`src/rtl/fb_pkg.sv`:
```
// fb_write_sched shared types and constants.
// State encoding, default geometry and fill value.
package fb_pkg;

  localparam int FB_AW = 15;
  localparam int FB_DW = 3;

  localparam logic [FB_DW-1:0] FB_BLACK = '0;

  typedef enum logic {
    FB_IDLE  = 1'b0,
    FB_CLEAR = 1'b1
  } fb_state_e;

endpackage

```
`src/rtl/fb_write_sched_if.sv`:
```
// Requester, clear and RAM write bundle.
// slave = scheduler side, master = client side.
interface fb_write_sched_if
  import fb_pkg::*;
#(
  parameter int AW = FB_AW,
  parameter int DW = FB_DW
);

  logic          req0_valid;
  logic [AW-1:0] req0_addr;
  logic [DW-1:0] req0_data;
  logic          req0_ready;

  logic          req1_valid;
  logic [AW-1:0] req1_addr;
  logic [DW-1:0] req1_data;
  logic          req1_ready;

  logic          clr_start;
  logic [DW-1:0] clr_color;
  logic          clr_busy;
  logic          clr_done;

  logic [AW-1:0] wr_addr;
  logic [DW-1:0] wr_data;
  logic          wr_en;

  modport slave (
    input  req0_valid, req0_addr, req0_data,
    output req0_ready,
    input  req1_valid, req1_addr, req1_data,
    output req1_ready,
    input  clr_start, clr_color,
    output clr_busy, clr_done,
    output wr_addr, wr_data, wr_en
  );

  modport master (
    output req0_valid, req0_addr, req0_data,
    input  req0_ready,
    output req1_valid, req1_addr, req1_data,
    input  req1_ready,
    output clr_start, clr_color,
    input  clr_busy, clr_done,
    input  wr_addr, wr_data, wr_en
  );

endinterface

```
`src/rtl/fb_write_sched_rr_arb2.sv`:
```
// Two-way round-robin grant.
// On a tie the side not granted last time wins.
module rr_arb2 (
  input  logic [1:0] req_i,
  input  logic       en_i,
  input  logic       last_i,
  output logic [1:0] gnt_o
);

  // one-hot grant, at most one bit set
  always_comb begin
    gnt_o = 2'b00;
    if (en_i) begin
      unique case (1'b1)
        (req_i == 2'b11): gnt_o = last_i ? 2'b01 : 2'b10;
        (req_i == 2'b01): gnt_o = 2'b01;
        (req_i == 2'b10): gnt_o = 2'b10;
        default:          gnt_o = 2'b00;
      endcase
    end
  end

endmodule

```
`src/rtl/fb_write_sched.sv`:
```
// Frame buffer write scheduler: two requesters
// plus a full-buffer clear sweep, one write/cycle.
module fb_write_sched
  import fb_pkg::*;
#(
  parameter int AW = FB_AW,
  parameter int DW = FB_DW
) (
  input  logic           clk_w,
  input  logic           reset,
  fb_write_sched_if.slave bus
);

  localparam logic [AW:0] CNT_LAST = {1'b0, {AW{1'b1}}};
  localparam logic [AW:0] CNT_ONE  = {{AW{1'b0}}, 1'b1};

  fb_state_e     state_q, state_d;
  logic          last_q, last_d;
  logic [AW:0]   cnt_q, cnt_d;
  logic [DW-1:0] color_q, color_d;
  logic [AW-1:0] addr_q, addr_d;
  logic [DW-1:0] data_q, data_d;
  logic          wen_q, wen_d;
  logic          busy_q, busy_d;
  logic          done_q, done_d;

  logic          arb_en;
  logic [1:0]    gnt;

  assign arb_en = (state_q == FB_IDLE)
                & ~bus.clr_start
                & ~reset;

  rr_arb2 u_arb (
    .req_i  ({bus.req1_valid, bus.req0_valid}),
    .en_i   (arb_en),
    .last_i (last_q),
    .gnt_o  (gnt)
  );

  assign bus.req0_ready = gnt[0];
  assign bus.req1_ready = gnt[1];
  assign bus.wr_addr    = addr_q;
  assign bus.wr_data    = data_q;
  assign bus.wr_en      = wen_q;
  assign bus.clr_busy   = busy_q;
  assign bus.clr_done   = done_q;

  // next state, grants and the next registered write
  always_comb begin
    state_d = state_q;
    last_d  = last_q;
    cnt_d   = cnt_q;
    color_d = color_q;
    addr_d  = addr_q;
    data_d  = data_q;
    wen_d   = 1'b0;
    done_d  = 1'b0;
    unique case (state_q)
      FB_IDLE: begin
        if (bus.clr_start) begin
          // address 0 leaves with the start so the
          // first write lines up with busy rising;
          // the counter then holds the next address
          color_d = bus.clr_color;
          cnt_d   = CNT_ONE;
          wen_d   = 1'b1;
          addr_d  = '0;
          data_d  = bus.clr_color;
          state_d = FB_CLEAR;
        end else if (gnt[0]) begin
          wen_d  = 1'b1;
          addr_d = bus.req0_addr;
          data_d = bus.req0_data;
          last_d = 1'b0;
        end else if (gnt[1]) begin
          wen_d  = 1'b1;
          addr_d = bus.req1_addr;
          data_d = bus.req1_data;
          last_d = 1'b1;
        end
      end
      FB_CLEAR: begin
        wen_d  = 1'b1;
        addr_d = cnt_q[AW-1:0];
        data_d = color_q;
        if (cnt_q == CNT_LAST) begin
          state_d = FB_IDLE;
          done_d  = 1'b1;
        end else begin
          cnt_d = cnt_q + CNT_ONE;
        end
      end
      default: state_d = FB_IDLE;
    endcase
    busy_d = (state_d == FB_CLEAR) | done_d;
  end

  // state, pointer, counter and output registers
  always_ff @(posedge clk_w or posedge reset) begin
    if (reset) begin
      state_q <= FB_IDLE;
      last_q  <= 1'b1;
      cnt_q   <= '0;
      color_q <= DW'(FB_BLACK);
      addr_q  <= '0;
      data_q  <= '0;
      wen_q   <= 1'b0;
      busy_q  <= 1'b0;
      done_q  <= 1'b0;
    end else begin
      state_q <= state_d;
      last_q  <= last_d;
      cnt_q   <= cnt_d;
      color_q <= color_d;
      addr_q  <= addr_d;
      data_q  <= data_d;
      wen_q   <= wen_d;
      busy_q  <= busy_d;
      done_q  <= done_d;
    end
  end

endmodule

```
`src/flat_wrapper.sv`:
```
// flat-port wrapper written by rule: the top's interface ports become plain ports
module fb_write_sched_flat import fb_pkg::*;
#(
  parameter int AW = FB_AW,
  parameter int DW = FB_DW
)
  (clk_w, reset, bus_req0_valid, bus_req0_addr, bus_req0_data, bus_req0_ready, bus_req1_valid, bus_req1_addr, bus_req1_data, bus_req1_ready, bus_clr_start, bus_clr_color, bus_clr_busy, bus_clr_done, bus_wr_addr, bus_wr_data, bus_wr_en);
  fb_write_sched_if #(.AW(AW), .DW(DW)) bus_i ();
  input  logic clk_w;
  input  logic reset;
  input wire logic [$bits(bus_i.req0_valid)-1:0] bus_req0_valid;
  input wire logic [$bits(bus_i.req0_addr)-1:0] bus_req0_addr;
  input wire logic [$bits(bus_i.req0_data)-1:0] bus_req0_data;
  output wire logic [$bits(bus_i.req0_ready)-1:0] bus_req0_ready;
  input wire logic [$bits(bus_i.req1_valid)-1:0] bus_req1_valid;
  input wire logic [$bits(bus_i.req1_addr)-1:0] bus_req1_addr;
  input wire logic [$bits(bus_i.req1_data)-1:0] bus_req1_data;
  output wire logic [$bits(bus_i.req1_ready)-1:0] bus_req1_ready;
  input wire logic [$bits(bus_i.clr_start)-1:0] bus_clr_start;
  input wire logic [$bits(bus_i.clr_color)-1:0] bus_clr_color;
  output wire logic [$bits(bus_i.clr_busy)-1:0] bus_clr_busy;
  output wire logic [$bits(bus_i.clr_done)-1:0] bus_clr_done;
  output wire logic [$bits(bus_i.wr_addr)-1:0] bus_wr_addr;
  output wire logic [$bits(bus_i.wr_data)-1:0] bus_wr_data;
  output wire logic [$bits(bus_i.wr_en)-1:0] bus_wr_en;
  assign bus_i.req0_valid = bus_req0_valid;
  assign bus_i.req0_addr = bus_req0_addr;
  assign bus_i.req0_data = bus_req0_data;
  assign bus_req0_ready = bus_i.req0_ready;
  assign bus_i.req1_valid = bus_req1_valid;
  assign bus_i.req1_addr = bus_req1_addr;
  assign bus_i.req1_data = bus_req1_data;
  assign bus_req1_ready = bus_i.req1_ready;
  assign bus_i.clr_start = bus_clr_start;
  assign bus_i.clr_color = bus_clr_color;
  assign bus_clr_busy = bus_i.clr_busy;
  assign bus_clr_done = bus_i.clr_done;
  assign bus_wr_addr = bus_i.wr_addr;
  assign bus_wr_data = bus_i.wr_data;
  assign bus_wr_en = bus_i.wr_en;
  fb_write_sched #(.AW(AW), .DW(DW)) u_core (.clk_w(clk_w), .reset(reset), .bus(bus_i));
endmodule
```
`config.mk`:
```
export PLATFORM = sky130hd
export DESIGN_NAME = fb_write_sched_flat
export DESIGN_NICKNAME = d
export VERILOG_FILES = /design/src/rtl/fb_pkg.sv /design/src/rtl/fb_write_sched_if.sv /design/src/rtl/fb_write_sched_rr_arb2.sv /design/src/rtl/fb_write_sched.sv /design/src/flat_wrapper.sv
export SDC_FILE = /design/constraint.sdc
export NUM_CORES = 1
export LEC_CHECK = 0
export BUFFER_PORTS_ARGS = -buffer_cell sky130_fd_sc_hd__buf_2
export CAP_MARGIN = 25
export CORE_ASPECT_RATIO = 0.6
export CORE_MARGIN = 4
export CORE_UTILIZATION = 46
export CTS_CLUSTER_DIAMETER = 100
export CTS_CLUSTER_SIZE = 28
export DETAILED_ROUTE_END_ITERATION = 8
export GPL_TIMING_DRIVEN = 0
export PLACE_DENSITY_LB_ADDON = 0.3
export SLEW_MARGIN = 5
export SYNTH_ARGS = -nofsm -noshare
export SYNTH_HDL_FRONTEND = slang
export SYNTH_SLANG_ARGS = --single-unit
```
`constraint.sdc`:
```
create_clock -name clk_w -period 1.8 [get_ports clk_w]
set_input_delay 0.09 -clock clk_w [delete_from_list [all_inputs] [get_ports clk_w]]
set_output_delay 0.09 -clock clk_w [all_outputs]
set_load 0.02 [all_outputs]
```
# Word-level counts from Yosys, hierarchy flattened
# Cells that the tools add are included.
[word_totals]
mem_bits_ro = 0
out_inout_bits = 23
input_bits = 44
ramBits = 0
n_memories = 0
regBits = 42
latchBits = 0
word_cells = 52
[op_classes]
n_reduce_logical = 4
n_lt_le_gt_ge = 0
mul = 0
shift = 0
n_bitwise = 6
n_div = 0
eq_ne = 7
add_sub_neg = 1
muxes = 25
[op_table]
columns = ["cell", "n"]
rows = [
  ["2-to-1 mux 15 bit", 3],
  ["2-to-1 mux 16 bit", 2],
  ["case mux 16 bit (2 select lines)", 1],
  ["case mux 15 bit (2 select lines)", 1],
  ["adder 16 x 1 -> 16 bit (second input constant)", 1],
  ["equality test 16 x 15 -> 1 bit (second input constant)", 1],
  ["2-to-1 mux 1 bit", 9],
  ["2-to-1 mux 3 bit", 3],
  ["case mux 2 bit (3 select lines)", 1],
  ["case mux 3 bit (2 select lines)", 1],
  ["equality test 2 bit (second input constant)", 2],
  ["2-to-1 mux 2 bit", 2],
  ["!= test 2 bit (second input constant)", 2],
  ["!= test 4 x 2 -> 1 bit (second input constant)", 1],
  ["case mux 1 bit (2 select lines)", 2],
  ["AND reduction 2 bit", 2],
  ["inverter 1 bit", 3],
  ["AND reduction 3 bit", 1],
  ["AND 1 bit", 2],
  ["equality test 2 x 1 -> 1 bit (second input constant)", 1],
  ["nonzero test 2 bit", 1],
  ["bitwise OR 1 bit", 1],
]

# Depth between registers and ports, before layout
# Gate-level depths: netlist (run 1).
[logic_depth]
ltp_word = 8
mapped_depth = 7
ltp_nobuf = 6

# By module
# From an unflattened synthesis (run 1), not the netlist that was laid out.
[hier_totals]
hier_cells = 238
area_unflattened_um2 = 2238.4
[by_module_without_submodules]
columns = ["module", "n_inst", "area_each_um2", "seq_area_each_um2", "cells_each"]
rows = [
  ["fb_write_sched", 1, 2217.1, 1052.3, 233],
  ["rr_arb2", 1, 21.3, 0.0, 5],
]

# Worst setup path after synthesis (run 1)
# Ideal clock, no wire load.
[synth_timing]
path_kind = "reg2reg"
startpoint = "reg u_core.cnt_q[0]"
endpoint = "reg u_core.cnt_q[0]"
period_less_slack_ns = 1.878
t_required_ns = 1.679
stages_incl_launch_ff = 7
path_buffers = 0
slack_ns = -0.078
arrival_time_ns = 1.757
path_cell_list = "dfrtp_1 -> ha_1 -> nand2_1 -> or4_4 -> o21ai_4 -> inv_2 -> o22a_1"
[synth_via]
elab_chain_len = 3
elab_cells_between_ends = 6
[synth_rtl]
columns = ["element", "line", "text"]
rows = [
  ["start, declared", "fb_write_sched.sv:19", "logic [AW:0] cnt_q, cnt_d;"],
  ["start signal, assigned", "fb_write_sched.sv:114", "cnt_q <= cnt_d;"],
  ["adder 16 x 1 -> 16 bit or equality test 16 x 15 -> 1 bit (tied branches)", "fb_write_sched.sv:91, fb_write_sched.sv:87", ""],
  ["2-to-1 mux 16 bit or != test 2 bit (tied branches)", "--", ""],
  ["case mux 16 bit (2 select lines) or AND reduction 2 bit (tied branches)", "--", ""],
]
# Several ways; a longest one is shown, not always the timed one. The select of a mux whose other input is x is not followed.
# A chain may end at the register's enable or synchronous reset.

# Worst setup path in the final report (run 1)
[layout_timing]
startpoint = "reg u_core.cnt_q[6]"
endpoint = "reg u_core.cnt_q[0]"
[layout_via]
elab_chain_len = 3
[layout_rtl]
columns = ["element", "line", "text"]
rows = [
  ["equality test 16 x 15 -> 1 bit", "fb_write_sched.sv:87", "if (cnt_q == CNT_LAST) begin"],
  ["!= test 2 bit (no line)", "--", ""],
  ["AND reduction 2 bit (no line)", "--", ""],
]
# No other way between the ends.

==> results of run 1 <==
-- power groups by stage --
stage | registers (uW) | logic [uW] | clock network [uW]
floorplan | 1380 | 285 | 0
global placement | 1300 | 588 | 0
detailed placement | 1310 | 603 | 0
CTS | 1260 | 786 | 643
global route | 1300 | 1000 | 697
finish | 1290 | 946 | 646
-- registers in the layout, indices dropped and copies added (netlist names) --
signal / cells
u_core.color_q: 3
u_core.bus.wr_data: 3
u_core.bus.clr_busy: 1
u_core.bus.wr_addr: 15
u_core.cnt_q: 16
u_core.last_q: 1
u_core.bus.clr_done: 1
u_core.bus.wr_en: 1
u_core.state_q: 1
-- area by class of cell --
cell class	instances	area (sq um)	share of cell area, %
multi-input combinational	168	1120	36.0
sequential	42	1060	33.9
timing repair buffer	105	648	20.8
buffer	12	83.8	2.69
clock buffer	6	82.6	2.65
tap	60	75.1	2.40
inverter	9	36.3	1.16
clock inverter	2	12.5	0.401
-- worst paths after layout --
kind | slack [ns] | end
min reg2reg | 0.49 | u_core.color_q[1]
min | -0.004 | u_core.color_q[1]
max in group asynchronous | 0.94 | u_core.cnt_q[9]
min in group asynchronous | 0.39 | u_core.bus.clr_done
max reg2reg | -0.05 | u_core.cnt_q[0]
max | -0.05 | u_core.cnt_q[0]
-- per-layer routing --
metal | wire [um] | global-route usage (%) | part of all wire [%]
met1 | 3160 | 34.1 | 42
met2 | 3360 | 36.6 | 45
met3 | 818 | 6.07 | 11
met4 | 209 | 8.30 | 2.8
met5 | 0 | 0 | 0
-- cell families after synthesis --
group / Yosys count
mux: 3
flops: 42
compound gates: 59
xor+xnor: 2
buf+inv: 21
simple gates: 102
fa+ha+maj: 1
-- metrics by stage --
step           worst slack, ns  utilization (%)
6_report               -0.0505             73.0
5_1_grt                -0.0888             73.0
4_1_cts                -0.0872             66.2
3_5_place_dp            -0.378             59.6
3_3_place_gp            -0.275             59.2
2_1_floorplan          0.00204                -
-- timing repair --
action                                  in CTS  in global routing
setup buffers                               13                 24
endpoints found under the setup margin      38                 35
hold buffers                                 1                  0
gates resized for setup                     24                 32
pin swaps                                    9                  9
gates cloned                                 0                  1
endpoints found under the hold margin       16                  0
-- worst max-delay path: cells and delay by family, from the launching register on --
kind	cells	cell delay, ns
and+or+nand+nor	2	0.74
AOI/OAI and AO/OA	2	0.48
DFF	1	0.41
buffers and inverters	1	0.10
-- cells in the final DEF, fill, tap and decap left out, types with 2 or more instances in the layout --
| cell | n |
|---|---|
| a22oi_1 | 3 |
| clkbuf_2 | 4 |
| or3_1 | 5 |
| o21ai_4 | 2 |
| nand2_1 | 32 |
| nand4_1 | 2 |
| dfrtp_2 | 5 |
| clkbuf_1 | 2 |
| buf_4 | 37 |
| or4_4 | 3 |
| nor3_2 | 2 |
| buf_6 | 2 |
| o21ai_2 | 2 |
| mux2i_1 | 3 |
| a31oi_1 | 3 |
| clkbuf_4 | 2 |
| dfrtp_1 | 36 |
| buf_2 | 66 |
| o21ai_0 | 5 |
| o221ai_1 | 3 |
| a41oi_1 | 7 |
| clkbuf_8 | 7 |
| nor2_1 | 22 |
| a221oi_1 | 5 |
| a21oi_2 | 2 |
| inv_1 | 6 |
| nand3_1 | 12 |
| a221oi_2 | 3 |
| and3_1 | 9 |
| a21oi_1 | 17 |
| nand2b_1 | 3 |
| inv_2 | 2 |
==> results.py, run 1 <==
metrics = {
    "status": {
        "status": "complete, but fails checks",
        "violations": "negative hold slack, negative setup slack",
    },
    "clocking": {
        "root_buffer": "clkbuf_8",
        "cts_tree": "built",
        "cts.clk_slew.worst_paths_ns": 0.08,
        "htree_levels": 2,
        "cts_sinks": 42,
        "clockBufferDepth": 2,
        "worstSkewPairLatency_ns": 0.30,
        "numCtsBuffers": 5,
    },
    "worst_hold_path": {
        "min-delay-start": "bus_clr_color[1]",
        "hold_depth": 3,
        "hold_class": "input pin to flop",
    },
    "drt": {
        "drc": 0,
        "vias": 2378,
        "post_drt_wl_per_cell_um": 18.7,
        "dr.first_iter.drc_count": 203,
        "vias_per_cell": 5.89,
        "ant_nets": 0,
        "routed_wl_um": 7550,
        "drt_pass1_iterations": 5,
    },
    "worst_setup_path": {
        "critPathLaunchType": "flop",
        "cp.arrival_ns": 2.04,
        "r2r_cells": 5,
        "cp_max_fo": 6,
        "cp_slowest_stage_delay_ns": 0.60,
        "worstSetupPathType": "flop to flop",
        "cpMaxStageDelayCell": "or4_4",
        "crit_start": "u_core.cnt_q[6]",
        "cp-end-kind": "flop",
        "crit_chain": "nand4_4, or4_4, o21ai_4, inv_2, o22a_1",
        "worstPathRequired_ns": 1.99,
        "r2r-start": "u_core.cnt_q[6]",
    },
    "power": {
        "combPwrFrac_pct": 32.8,
        "ir_worst_vdd_uv": 405,
        "netSwitchingPower_uw": 1010,
        "pwr_density_cell_nw_per_um2": 923,
        "p_seq_share_pct": 44.8,
        "power_frac_clock_pct": 22.4,
        "p_int_uw": 1880,
        "p_total_uw": 2880,
        "p_leak_uw": 0.00153,
        "swShare_pct": 34.9,
    },
    "floorplanning": {
        "io_pins": 67,
        "core_sq_um": 4280,
        "num_rows": 18,
        "die_w_um": 95.8,
        "design.die.area_sq_um": 5810,
        "start_util_pct": 49.7,
        "die_h_um": 60.7,
    },
    "synthesis": {
        "yosys-top-cells-area": "dfrtp_1, nand2_1, a21oi_1",
        "syn_nets": 275,
        "synth_compound_area_share_pct": 20.0,
        "synth_top_cells_by_count": "dfrtp_1, nand2_1, nor2_1",
        "yosys_warnings": 0,
        "synthAdderAreaFrac_pct": 0.589,
        "synth_top_area_share_pct": 48.3,
        "synth-xor-area-share_pct": 0.824,
        "postSynthAreaPerCell_sq_um": 9.24,
        "synth_cells": 230,
        "synth_top_family_by_area": "simple AND/OR/NAND/NOR gates",
        "synth.most_common_cell": "dfrtp_1",
        "synthMuxAreaShare_pct": 1.41,
        "netlist_area_sq_um": 2130,
        "synth_edf_count": 0,
        "yosysSeqAreaShare_pct": 49.5,
        "ys_seq_elements": 42,
        "yosys.area.top_type": "dfrtp_1",
        "synth-simple-area-share_pct": 23.4,
        "ys_types": 44,
        "synth_ff_type": "dfrtp_1",
        "synthArstFlopShare_pct": 100,
    },
    "sta": {
        "fin_ws_ns": -0.0505,
        "finalHoldViolCount": 1,
        "fin_crit_sh_pct": 103,
        "max_freq_mhz": 540,
        "setup_viol": 3,
        "fin_skew_ns": 0.00783,
        "slew_viol_final": 0,
        "relSlewSlack_pct": 68.3,
        "period_needed_ns": 1.85,
        "rsz0062_at_grt": "true",
        "hold_slack_ns": -0.00415,
        "worst_pin_slew_ns": 0.476,
        "fin_setup_tns_ns": -0.0918,
    },
    "layout": {
        "drive_gt1_share_pct": 45.9,
        "fin_nets": 388,
        "finalNonFillerCells": 404,
        "finalInstanceArea_sq_um": 3120,
        "num-fill-cells": 296,
        "syn_to_final_growth_pct": 46.9,
        "diodes": 0,
    },
    "grt": {
        "grt_remaining_overflow": 0,
        "antenna_found_initial": 0,
        "grt_max_degree": 26,
        "grt_pass1_vias": 2164,
        "grt_usage_pct": 24.1,
        "grt_pass1_wl_um": 10500,
    },
    "flow_run": {
        "maxCapViolCount": 0,
    },
    "place": {
        "placed_area_sq_um": 2550,
        "numPortBuffers": 66,
        "routabilityCongestion": 0.815,
        "dp_cells": 357,
        "dpl.hpwl_um": 4540,
    },
}
Power figures use the tool's default switching activity.
==> run 2, diff against run 1 <==
--- a/config.mk
+++ b/config.mk
@@ -9,7 +9,8 @@
 export CAP_MARGIN = 25
 export CORE_ASPECT_RATIO = 0.6
 export CORE_MARGIN = 4
-export CORE_UTILIZATION = 46
+export CORE_UTILIZATION = 50
+export CTS_BUF_LIST = sky130_fd_sc_hd__clkbuf_8
 export CTS_CLUSTER_DIAMETER = 100
 export CTS_CLUSTER_SIZE = 28
 export DETAILED_ROUTE_END_ITERATION = 8
==> constraint.sdc (replaced) <==
create_clock -name clk_w -period 2.2 [get_ports clk_w]
set_input_delay 0.11 -clock clk_w [delete_from_list [all_inputs] [get_ports clk_w]]
set_output_delay 0.11 -clock clk_w [all_outputs]
set_load 0.02 [all_outputs]
==> run 2 against run 1 <==
Net effect:
- the flow now finishes without violations
- via count is 11% lower
- setup slack better by 0.15 ns
- sequential share of layout area is 5.3 points higher
- critical path type is now flop to output pin
- largest power group unchanged
- highest routed layer unchanged
==> results.py, run 2 (same netlist as run 1, synthesis figures left out) <==
metrics = {
    "place": {
        "dpl.hpwl_um": 4640,
        "routabilityCongestion": 0.883,
        "dp_slack_ns": 0.0800,
        "numPortBuffers": 66,
        "placed_area_sq_um": 2560,
    },
    "sta": {
        "fin_setup_tns_ns": 0,
        "period_needed_ns": 2.10,
        "finalHoldViolCount": 0,
        "slew_viol_final": 0,
        "relSlewSlack_pct": 62.3,
        "fin_skew_ns": 0.0113,
        "rsz0062_at_grt": "false",
        "hold_slack_ns": 0.0181,
        "fin_ws_ns": 0.104,
        "fin_crit_sh_pct": 95.3,
        "setup_viol": 0,
        "max_freq_mhz": 477,
        "worst_pin_slew_ns": 0.565,
    },
    "layout": {
        "diodes": 0,
        "seq_area_sq_um": 1050,
        "largest_reg_flops": 16,
        "fin_nets": 350,
        "regMostFlops": "u_core.cnt_q",
        "syn_to_final_growth_pct": 26.1,
        "final_cell_mix": "buf_2, dfrtp_1, nand2_1",
        "layout_commonest_cell": "buf_2",
        "num-fill-cells": 346,
        "drive_gt1_share_pct": 31.4,
        "multi_input_area_sq_um": 1000,
        "finalInstanceArea_sq_um": 2680,
    },
    "power": {
        "combPwrFrac_pct": 24.4,
        "p_leak_uw": 0.00132,
        "p_seq_share_pct": 51.2,
        "swShare_pct": 34.6,
        "power_frac_clock_pct": 24.4,
        "netSwitchingPower_uw": 717,
        "pwr_density_cell_nw_per_um2": 773,
        "p_int_uw": 1350,
        "ir_worst_vdd_uv": 455,
    },
    "drt": {
        "routed_wl_um": 6240,
        "vias_per_cell": 5.80,
        "drc": 0,
        "dr.first_iter.drc_count": 225,
        "ant_nets": 0,
        "post_drt_wl_per_cell_um": 17.0,
        "drt_pass1_iterations": 5,
        "vias": 2122,
    },
    "grt": {
        "grt_pass1_vias": 1919,
        "grt_pass1_wl_um": 9850,
        "grt_max_degree": 25,
        "antenna_found_initial": 0,
        "grt_remaining_overflow": 0,
        "grt_usage_pct": 23.9,
    },
    "clocking": {
        "root_buffer": "clkbuf_8",
        "htree_levels": 2,
        "cts.clk_slew.worst_paths_ns": 0.08,
        "post_cts_buffers": 0,
        "clockBufferDepth": 2,
        "numCtsBuffers": 5,
        "cts_sinks": 42,
        "cts_tree": "built",
        "worstSkewPairLatency_ns": 0.30,
    },
    "worst_setup_path": {
        "cpMaxStageDelayCell": "dfrtp_1",
        "r2r-start": "u_core.cnt_q[0]",
        "worstReg2RegEnd": "u_core.cnt_q[14]",
        "critical_path_buf_inv_count": 4,
        "crit_top_cell": "buf_2",
        "crit_chain": "buf_2, nor3_2, nand3_4, inv_2, buf_2, buf_2",
        "worstSetupPathType": "flop to output pin",
        "cp_slowest_stage_delay_ns": 0.36,
        "worstPathRequired_ns": 2.09,
        "cp-end-kind": "output pin",
        "critPathLaunchType": "flop",
        "cp.arrival_ns": 1.99,
        "critPathTopFamily": "buffers and inverters",
        "r2r_cells": 6,
        "reg2reg_slack_ns": 0.17,
        "cp_max_fo": 10,
    },
    "flow_run": {
        "maxCapViolCount": 0,
    },
    "floorplanning": {
        "core_sq_um": 4100,
        "io_pins": 67,
        "num_rows": 18,
        "die_w_um": 92.2,
        "die_h_um": 58.5,
        "design.die.area_sq_um": 5390,
        "start_util_pct": 51.9,
    },
    "worst_hold_path": {
        "min-delay-start": "bus_clr_color[1]",
        "hold_depth": 3,
        "min_to": "u_core.color_q[1]",
        "hold_class": "input pin to flop",
    },
    "status": {
        "status": "finished, final reports clean",
    },
}
## run 2: changes by cell type in the layout (fill, tap and decap cells not counted), sizes merged
| cell | delta |
|---|---|
| buf | -37 |
| o21ai | -1 |
| clkbuf | -1 |
| clkinv | +1 |
## run 2: how the worst max path moves through the flow
stage | from | endpoint | slack [ns] | depth (start not counted)
after floorplan | u_core.cnt_q[0] | u_core.cnt_q[0] | 0.32 | 6
after global placement | u_core.cnt_q[1] | u_core.cnt_q[0] | 0.13 | 6
after detailed placement | u_core.cnt_q[1] | u_core.cnt_q[0] | 0.08 | 6
after CTS | u_core.state_q | bus_req0_ready | 0.06 | 6
after global routing | u_core.state_q | bus_req0_ready | 0.006 | 6
final | u_core.state_q | bus_req0_ready | 0.10 | 6
## run 2: through the flow
step | total power (uW) | util (%) | std cells
after floorplan | 1360 | - | 230
after global placement | 1550 | 61.8 | 356
after detailed placement | 1570 | 62.4 | 357
after CTS | 2070 | 65.0 | 366
after global routing | 2180 | 65.4 | 366
final | 2070 | 65.4 | 366
## run 2: per-layer routing
metal	part of all wire (%)	GRT usage, %
met4	0.59	6.55
met3	12	6.64
met2	41	33.6
met5	0	0
met1	46	36.4
## run 2: cell type report
cell class | instances | share of cell area, %
Multi-Input combinational cell | 167 | 37.4
Buffer | 12 | 2.19
Inverter | 9 | 1.26
Sequential cell | 42 | 39.2
Tap cell | 60 | 2.80
Clock buffer | 5 | 2.57
Timing Repair Buffer | 68 | 13.7
Clock inverter | 3 | 0.793
## run 2: worst min-delay path, cell delays in order
cell,delay [ns]
buf_2,0.09
nand2_1,0.04
nand2_1,0.05
## run 2: power groups by stage
stage	registers [uW]	clock network, uW	logic [uW]
floorplan	1130	0	233
global placement	1060	0	484
detailed placement	1070	0	501
CTS	1050	509	506
global route	1080	542	558
finish	1060	505	506
## run 2: what timing repair did
item,in CTS,in global routing
hold buffers,1,0
pin swaps,0,2
resized for setup,1,7
cloned,0,0
endpoints found under the hold margin,17,0
endpoints found under the setup margin,1,27
==> run 3, diff against run 2 <==
--- a/config.mk
+++ b/config.mk
@@ -6,10 +6,11 @@
 export NUM_CORES = 1
 export LEC_CHECK = 0
 export BUFFER_PORTS_ARGS = -buffer_cell sky130_fd_sc_hd__buf_2
-export CAP_MARGIN = 25
+export CELL_PAD_IN_SITES_DETAIL_PLACEMENT = 1
+export CELL_PAD_IN_SITES_GLOBAL_PLACEMENT = 1
 export CORE_ASPECT_RATIO = 0.6
 export CORE_MARGIN = 4
-export CORE_UTILIZATION = 50
+export CORE_UTILIZATION = 42
 export CTS_BUF_LIST = sky130_fd_sc_hd__clkbuf_8
 export CTS_CLUSTER_DIAMETER = 100
 export CTS_CLUSTER_SIZE = 28
==> run 3 against run 2 <==
Net effect:
- clock power up 22%
- sequential power about the same
- sequential cell count unchanged
- sequential share of layout area down 0.51 points
- first-iteration DRC count down 33%
- critical path depth unchanged
- non-clock buffer count down 1
- final area up 1.3%
- utilization down 8.0 points
- setup slack better by 0.0031 ns
- clock-buffer cell count unchanged
- global-route usage about the same
==> results.py, run 3 (same netlist as run 1, synthesis figures left out) <==
metrics = {
    "status": {
        "status": "finished, final reports clean",
    },
    "floorplanning": {
        "core_sq_um": 4730,
        "die_h_um": 63.1,
        "start_util_pct": 44.9,
        "die_w_um": 99.8,
        "design.die.area_sq_um": 6300,
        "num_rows": 19,
        "io_pins": 67,
    },
    "layout": {
        "syn_to_final_growth_pct": 27.8,
        "fin_nets": 350,
        "layout_commonest_cell": "buf_2",
        "num-fill-cells": 593,
        "finalNonFillerCells": 369,
        "diodes": 0,
        "largest_reg_flops": 16,
        "drive_gt1_share_pct": 32.4,
        "final_cell_mix": "buf_2, dfrtp_1, nand2_1",
        "regMostFlops": "u_core.cnt_q",
    },
    "grt": {
        "grt_pass1_wl_um": 11700,
        "grt_usage_pct": 23.9,
        "grt_pass1_vias": 2218,
        "antenna_found_initial": 1,
        "grt_remaining_overflow": 0,
        "grt_max_degree": 29,
    },
    "sta": {
        "worst_pin_slew_ns": 0.594,
        "max_freq_mhz": 478,
        "rsz0062_at_grt": "false",
        "setup_viol": 0,
        "fin_skew_ns": 0.00416,
        "fin_setup_tns_ns": 0,
        "fin_crit_sh_pct": 95.2,
        "slew_viol_final": 0,
        "period_needed_ns": 2.09,
        "relSlewSlack_pct": 60.4,
        "finalHoldViolCount": 0,
    },
    "flow_run": {
        "maxCapViolCount": 0,
    },
    "clocking": {
        "numCtsBuffers": 5,
        "cts_sinks": 42,
        "htree_levels": 2,
        "cts_tree": "built",
        "worstSkewPairLatency_ns": 0.29,
        "cts.clk_slew.worst_paths_ns": 0.08,
        "clockBufferDepth": 2,
        "root_buffer": "clkbuf_8",
    },
    "place": {
        "numPortBuffers": 66,
        "dp_cells": 360,
        "routabilityCongestion": 0.837,
        "dpl.hpwl_um": 5500,
    },
    "worst_hold_path": {
        "min-delay-start": "bus_clr_color[0]",
        "hold_class": "input pin to flop",
        "min_to": "u_core.color_q[0]",
        "hold_depth": 3,
    },
    "power": {
        "ir_worst_vdd_uv": 451,
        "p_leak_uw": 0.00133,
        "pwr_density_cell_nw_per_um2": 810,
    },
    "drt": {
        "routed_wl_um": 7510,
        "ant_nets": 0,
        "dr.first_iter.drc_count": 150,
        "drt_pass1_iterations": 4,
        "vias_per_cell": 6.02,
        "post_drt_wl_per_cell_um": 20.3,
        "vias": 2222,
        "drc": 0,
    },
    "worst_setup_path": {
        "cp.arrival_ns": 2.28,
        "r2r_cells": 6,
        "worstReg2RegEnd": "u_core.cnt_q[0]",
        "r2r-start": "u_core.cnt_q[1]",
        "reg2reg_slack_ns": 0.11,
        "critPathLaunchType": "flop",
        "worstPathRequired_ns": 2.39,
        "cp-end-kind": "flop",
        "worstSetupPathType": "flop to flop",
        "cp_max_fo": 8,
    },
}
-- run 3: cell type report --
cell class | count | area [sq um] | share of cell area (%)
clock buffers | 5 | 68.8 | 2.53
well taps | 63 | 78.8 | 2.90
clock inverters | 3 | 41.3 | 1.52
flip-flops and latches | 42 | 1050 | 38.7
inverters | 9 | 33.8 | 1.24
repair buffers | 68 | 360 | 13.3
multi-input cells | 168 | 1020 | 37.7
plain buffers | 11 | 56.3 | 2.07
-- run 3: how the worst max path moves through the flow --
stage	from	to	slack [ns]
final	u_core.cnt_q[1]	u_core.cnt_q[0]	0.11
after global routing	u_core.cnt_q[0]	u_core.cnt_q[0]	0.01
after CTS	u_core.state_q	bus_req0_ready	0.03
after detailed placement	u_core.state_q	u_core.bus.wr_data[0]	0.04
after global placement	u_core.cnt_q[1]	u_core.cnt_q[0]	0.12
after floorplan	u_core.cnt_q[0]	u_core.cnt_q[0]	0.32
-- run 3: per-stage QoR --
step	setup WS, ns	area (sq um)	power (uW)	utilization (%)	hold WS (ns)
after detailed placement	0.0380	2550	1590	54.0	0.132
after global routing	0.0123	2720	2330	57.4	0.0320
after CTS	0.0282	2690	2200	56.8	0.0261
after floorplan	0.322	2130	1360	-	0.180
final	0.107	2720	2200	57.4	0.0238
after global placement	0.124	2530	1550	53.6	0.319
-- run 3: per-layer routing --
layer | up-vias | GRT usage, % | part of all wire [%] | wire [um]
met5 | - | 0 | 0.093 | 7
met4 | 2 | 7.16 | 1.9 | 142
met3 | 21 | 6.62 | 8.8 | 661
met2 | 96 | 36.3 | 44 | 3330
met1 | 1104 | 33.3 | 45 | 3370
li1 | 999 | - | - | -
-- run 3: timing repair --
action,CTS,global route
hold buffers,1,0
endpoints found under the hold margin,13,0
gates cloned,0,1
setup buffers,0,0
endpoints found under the setup margin,1,31
pin swaps,0,2
resized for setup,2,12
-- run 3: report_power, final --
group | internal, uW | leakage, uW | switching, uW
combinational | 214 | 0.000750 | 303
clock | 334 | 0.0000556 | 279
sequential | 917 | 0.000528 | 153
total | 1470 | 0.00133 | 734
-- run 3: critical path, stage by stage (launching register included) --
cell	delay (ns)
dfrtp_1	0.43
ha_1	0.23
nand2_2	0.14
or4_4	0.63
o21ai_4	0.25
inv_2	0.10
o22a_1	0.20
